[config.mk]
export PLATFORM = sky130hd
export DESIGN_NAME = register_file
export DESIGN_NICKNAME = d
export VERILOG_FILES = /design/src/rtl/riscv_pkg.sv /design/src/rtl/register_file_read_port.sv /design/src/rtl/register_file.sv
export SDC_FILE = /design/constraint.sdc
export NUM_CORES = 2
export LEC_CHECK = 0
export CAP_MARGIN = 30
export CORE_MARGIN = 10
export CORE_UTILIZATION = 32
export CTS_BUF_LIST = sky130_fd_sc_hd__clkbuf_2
export CTS_CLUSTER_SIZE = 20
export DETAILED_ROUTE_END_ITERATION = 16
export GPL_ROUTABILITY_DRIVEN = 0
export GPL_TIMING_DRIVEN = 0
export SLEW_MARGIN = 20
export SYNTH_ARGS = -nofsm -noshare
export SYNTH_HDL_FRONTEND = slang
export SYNTH_SLANG_ARGS = --single-unit
[constraint.sdc]
create_clock -name clk -period 2.2 [get_ports clk]
set_input_delay 0.22 -clock clk [delete_from_list [all_inputs] [get_ports clk]]
set_output_delay 0.22 -clock clk [all_outputs]
set_load 0.01 [all_outputs]
[src/rtl/riscv_pkg.sv]
// Shared RV32I definitions used by the integer register file.
//   XLEN       : data width of every register and data port
//   REG_ADDR_W : register address width (2**REG_ADDR_W registers)
//   word_t     : one XLEN-bit register word
//   reg_addr_t : register index
//   REG_ZERO   : index of the hardwired-zero register x0
package riscv_pkg;
    localparam int XLEN       = 32;
    localparam int REG_ADDR_W = 5;

    typedef logic [XLEN-1:0]       word_t;
    typedef logic [REG_ADDR_W-1:0] reg_addr_t;

    localparam reg_addr_t REG_ZERO = '0;
endpackage

[src/rtl/register_file_read_port.sv]
// One combinational read port of the register file.
// Decodes the address against the x1..x31 storage, forces x0 to zero, and,
// when REGFILE_WRITE_BYPASS_EN is defined, forwards same-cycle write data.
// Ports:
//   regs : flattened storage of x1..x31
//   addr : read address
//   we   : write enable of the write port (bypass only)
//   wa   : write address (bypass only)
//   wd   : write data (bypass only)
//   rd   : read data
// Build option: REGFILE_WRITE_BYPASS_EN enables write-to-read forwarding.
import riscv_pkg::*;

module register_file_read_port #(
    parameter int NREG = 2**REG_ADDR_W
) (
    input  logic [NREG-1:1][XLEN-1:0] regs,
    input  reg_addr_t                 addr,
    input  logic                      we,
    input  reg_addr_t                 wa,
    input  word_t                     wd,
    output word_t                     rd
);
    word_t arr_rd;

    // x0 has no storage, so it must never index the array.
    always_comb begin
        arr_rd = '0;
        if (addr != REG_ZERO)
            arr_rd = regs[addr];
    end

`ifdef REGFILE_WRITE_BYPASS_EN
    // The x0 guard on the write side also keeps x0 reads at zero here.
    assign rd = (we && wa != REG_ZERO && wa == addr) ? wd : arr_rd;
`else
    logic unused_bypass;
    assign unused_bypass = ^{we, wa, wd};
    assign rd = arr_rd;
`endif
endmodule

[src/rtl/register_file.sv]
// RV32I integer register file: 32 x XLEN registers, x0 hardwired to zero,
// two asynchronous read ports and one synchronous write port.
// Ports:
//   clk : clock, state updates on rising edge
//   rst : synchronous active-high reset, clears all registers, beats a write
//   a1  : read address 1 (rs1)    rd1 : read data 1
//   a2  : read address 2 (rs2)    rd2 : read data 2
//   a3  : write address (rd)      we3 : write enable   wd3 : write data
// Build option: REGFILE_WRITE_BYPASS_EN forwards wd3 to a read port whose
// address matches a3 in the write cycle (see register_file_read_port).
import riscv_pkg::*;

module register_file #(
    parameter int XLEN_P = XLEN,
    parameter int ADDR_W = REG_ADDR_W
) (
    input  logic              clk,
    input  logic              rst,
    input  logic [ADDR_W-1:0] a1,
    input  logic [ADDR_W-1:0] a2,
    input  logic [ADDR_W-1:0] a3,
    input  logic              we3,
    input  logic [XLEN_P-1:0] wd3,
    output logic [XLEN_P-1:0] rd1,
    output logic [XLEN_P-1:0] rd2
);
    localparam int NREG   = 2**ADDR_W;
    localparam int NRD    = 2;

    // x1..x31 only; x0 is synthesised as a constant in the read ports.
    logic [NREG-1:1][XLEN-1:0]   regs;
    logic [NRD-1:0][ADDR_W-1:0]  ra;
    logic [NRD-1:0][XLEN-1:0]    rdat;

    always_ff @(posedge clk) begin
        if (rst)
            regs <= '0;
        else if (we3 && a3 != REG_ZERO)
            regs[a3] <= wd3;
    end

    assign ra  = {a2, a1};
    assign rd1 = rdat[0];
    assign rd2 = rdat[1];

    for (genvar p = 0; p < NRD; p++) begin : g_rd
        register_file_read_port #(.NREG(NREG)) u_port (
            .regs (regs),
            .addr (ra[p]),
            .we   (we3),
            .wa   (a3),
            .wd   (wd3),
            .rd   (rdat[p])
        );
    end
endmodule

Word-level counts from Yosys, hierarchy flattened --
Cells that the tools add are included.
Word-level totals: register bits after elaboration 992, bits in latches 0, bits in writable memories 0, ROM bits 0, input port bits 50, output and inout port bits 64, word-level logic and storage cells 49, memories kept 0
Operators by class: add/subtract/negate cells 0, multipliers 0, divide/modulo/power cells 0, order comparisons 4, eq/ne operators 0, shift operators 0, mux-type cells 9, bitwise gates (word level) 0, reductions and logical operators 5
Operators by type and width (number):
- $bwmux W992 | 1
- $bmux W32 S5 | 2
- $demux W32 S5 | 1
- $mux W32 | 5
- $lt A5 B6 Y1 const B | 3
- $reduce_bool A5 Y1 | 3
- $ge A5 B1 Y1 const B | 1
- $logic_and A1 B1 Y1 | 2

Logic depth before layout (Yosys ltp) --
depth in word-level cells 5, depth in mapped cells 9, gate-level depth less buffers 4

Hierarchy --
From an unflattened synthesis, not the netlist that was laid out.
Second synthesis, totals: cells, all modules 5229, area total of the unflattened synthesis 54902.7 um2
By module, submodules not included:
- register_file | times used 1, cells each 3367, area an instance 38071.5 um2, seq. area each 19859.0 um2
- register_file_read_port | times used 2, cells each 931, area an instance 8415.6 um2, seq. area each 0.0 um2

Worst setup path before layout --
OpenSTA, ideal clock, no wires.
kind input port to output port, from input port a2[0], to output port rd2[30], arrival 1.549 ns, data required time 1.980 ns, slack 0.431 ns, cell stages on the path 7, buffers on the path 4, path through buf_4 > buf_8 > buf_6 > buf_4 > mux4_2 > o22ai_1 > a211oi_1
Between the ends: word-level cells in the longest chain between the ends 3, elaborated cells between the ends (all ways) 4, classes of those cells mux (3); reduce/logical (1)
Ends and longest elaborated chain:
- start: declaration | RTL line register_file.sv:20 | input logic [ADDR_W-1:0] a2,
- $bmux W32 S5 | RTL line register_file_read_port.sv:30 | arr_rd = regs[addr];
- $mux W32 (not written as such) | RTL line register_file_read_port.sv:30
- $mux W32 (*) | RTL line register_file_read_port.sv:29 | if (addr != REG_ZERO)
- end: declaration | RTL line register_file.sv:25 | output logic [XLEN_P-1:0] rd2
Mark *: on every way between the ends. The rest lies on a longest branch, timed or not. The select of a mux whose other input is x is not followed.

Worst setup path after layout --
from register regs[462] (netlist bit), to output port rd1[14]
Between the ends: word-level cells in the longest chain between the ends 3
Ends and longest elaborated chain:
- start: declaration | RTL line register_file.sv:31 | logic [NREG-1:1][XLEN-1:0] regs;
- start signal: indexed assignment | RTL line register_file.sv:39 | regs[a3] <= wd3;
- $bmux W32 S5 | RTL line register_file_read_port.sv:30
- $mux W32 (not written as such) | RTL line register_file_read_port.sv:30
- $mux W32 | RTL line register_file_read_port.sv:29
- end: declaration | RTL line register_file.sv:24 | output logic [XLEN_P-1:0] rd1,
No other way between the ends. The select of a mux whose other input is x is not followed.

==> flow_summary.ini <==
[detailed_routing]
via_count = 53700
drt_iter0_markers = 8198
vias_per_cell = 6.05
ant_nets = 0
wire_per_inst_um = 29.7
drc_errors = 0
finalWirelength_um = 264000
dr.pass1.iters = 9

[timing]
skew_ns = 0
worstMarginPinSlew_ns = 1.19
period_needed_ns = 4.01
fin_crit_sh_pct = 182
hold_violations = 1
holdWs_ns = -0.0194
setup_viol = 76
slew_headroom_pct = 20.8
maxSlewViolCount = 0
rsz0062_at_grt = yes
setup_ws_ns = -1.81
max_freq_ghz = 0.249

[synth]
yosysUniqueCellTypes = 47
yosysTopAreaCellShare_pct = 39.0
synth_top_area_cell = dfxtp_1
synthCells = 6121
synth_fp_nets = 6171
synth_area_leaders = dfxtp_1 39%, nand2_1 15%, a21oi_1 9.8%, mux4_2 8.8%, mux2i_1 7.9%
ys_warn_count = 0
async_flop_share_pct = 0
syn_area_per_cell_um2 = 8.32
synth-seq-area-share_pct = 39.0
synthFlopType = dfxtp_1
synth_enable_flop_cells = 0
synth_seq_cells = 992
netlist_area_um2 = 50900

[min_path]
hp-class = input port to flop

[pwr]
p_comb_share_pct = 15.4
intPower_uw = 24800
power.leakage_uw = 0.0211
ir_drop_mv = 0.575
switchingPower_uw = 12800
p_clk_share_pct = 36.2
p_per_area_nw_per_um2 = 625
finalPower_uw = 37600
seq_power_share_pct = 48.4
switching_share_pct = 34.0

[place]
dp_hpwl_um = 197000
dp_slack_ns = -2.63
dpl-instance-area_um2 = 54700
io_buffers = 107

[global_route]
busiest_layer = met2
overflow = 0
grtUsageMet3_pct = 10.9
grt_max_degree = 17
grt_pass1_vias = 50200
antenna_found_initial = 32
grt_pass1_wl_um = 362000
track_usage_pct = 28.4
grt.met1_usage_pct = 32.5
use_met2_pct = 42.2

[floorplanning]
core_area_um2 = 158000
rows = 146
io_pins = 114
die_height_um = 419
die-width_um = 419
initial_core_util_pct = 32.2
die_area_um2 = 176000

[final_layout]
largest_reg_flops = 992
fin_area_um2 = 60100
drive_gt1_share_pct = 24.4
largest_registers = regs: 992 flops
layout_common_cells = 2,029 x nand2_1, 997 x a21oi_1, 747 x dfxtp_1, 415 x clkbuf_2, 391 x mux2i_1
largest_register = regs
final_common_cell = nand2_1
syn2layout_area_growth_pct = 18.1
nets = 6668

[clocking]
htree_num_levels = 5
clk_pin_slew_worst_paths_ns = 0.12
numCtsBuffers = 287
root_buffer = clkbuf_2
cts.sinks = 992
worstSkewPairLatency_ns = 1.61
tritoncts = done
clockBufferDepth = 4

[worst_setup_path]
cp_max_fo = 3
path_cells = mux4_2 > mux2i_1 > a2111o_1 > o211ai_1 > buf_2
slowest_stage = mux4_2
critPathLaunchType = flop
cp.arrival_ns = 3.79
criticalPathCategory = flop to output port
crit_path_max_incr_delay_ns = 0.49
end_kind = output port
worstPathRequired_ns = 1.98

[run_status]
outcome = complete, but fails checks
violations = hold timing, setup timing

[job]
maxCapViolCount = 0
==> repair_timing <==
| action | in CTS | in global routing |
|---|---|---|
| endpoints found under the setup margin | 64 | 194 |
| endpoints found under the hold margin | 988 | 0 |
| pin swaps | 128 | 85 |
| gates resized for setup | 800 | 176 |
| hold buffers | 52 | 0 |
| setup buffers | 26 | 20 |
==> worst paths after layout <==
check | start | endpoint | slack (ns) | cells after the start
max | regs[462] | rd1[14] | -1.81 | 5
min | a3[3] | regs[320] | -0.02 | 5
max reg2reg | regs[14] | regs[14] | 0.94 | 3
min reg2reg | regs[117] | regs[117] | 0.47 | 2
==> Yosys cell counts, types with 32 or more instances <==
cell	instances
nand2_1	2043
clkbuf_1	370
a21oi_1	997
o211ai_1	50
dfxtp_1	992
mux2_2	163
a211oi_1	32
or3_1	36
a22oi_1	164
o22ai_1	100
mux2i_1	401
nand3_1	63
buf_2	173
buf_4	44
a221o_1	36
mux4_2	198
a221oi_1	40
==> power groups by stage <==
stage	combinational, uW	clock (uW)	sequential, uW
CTS	5340	13400	18200
detailed placement	4990	0	18600
global placement	4950	0	18600
finish	5770	13600	18200
floorplan	2490	0	18600
global route	5710	14400	18200
==> area by class of cell <==
class                           count  area (um^2)
Tap cell                         2072         2590
Clock buffer                      393         1970
Fill cell                       16200        98200
Sequential cell                   992        20200
Antenna cell                       19         47.5
Multi-Input combinational cell   4500        30100
Clock inverter                     67          345
Timing Repair Buffer              209         1780
Buffer                            628         3130
==> routing by layer <==
layer | part of all wire [%] | vias up
li1 | - | 22500
met1 | 34 | 25500
met2 | 42 | 4359
met3 | 14 | 1291
met4 | 9.8 | 24
met5 | 0.094 | -
==> cell families (layout without fill, tap and decap cells) <==
family                 after synthesis  count (layout)  synth area share [%]
and+or+nand+nor                   2227            2227                  17.2
AOI/OAI and AO/OA                 1511            1511                  17.6
DFF                                992             992                  39.0
muxes                              762             762                  20.2
buffers and inverters              629            1297                  5.93
other                                0              19                     0
==> through the flow <==
| step | hold slack (ns) | setup TNS, ns | util [%] | instances |
|---|---|---|---|---|
| after floorplan | 0.356 | 0 | - | 6121 |
| after detailed placement | 0.458 | -649.78 | 34.5 | 8310 |
| after global routing | -0.0412 | -89.39 | 38.0 | 8872 |
| after global placement | 0.451 | -737.19 | 34.5 | 8300 |
| after CTS | 0.0149 | -86.11 | 37.5 | 8845 |
| final | -0.0194 | -89.94 | 38.0 | 8880 |
==> critical path, delay by kind of cell, from the launching register on <==
| kind | cells | cell delay [ns] |
|---|---|---|
| mux | 2 | 0.65 |
| flops | 1 | 0.35 |
| compound gates | 2 | 0.80 |
| buf+inv | 1 | 0.32 |
(Power assumes the default switching activity.)
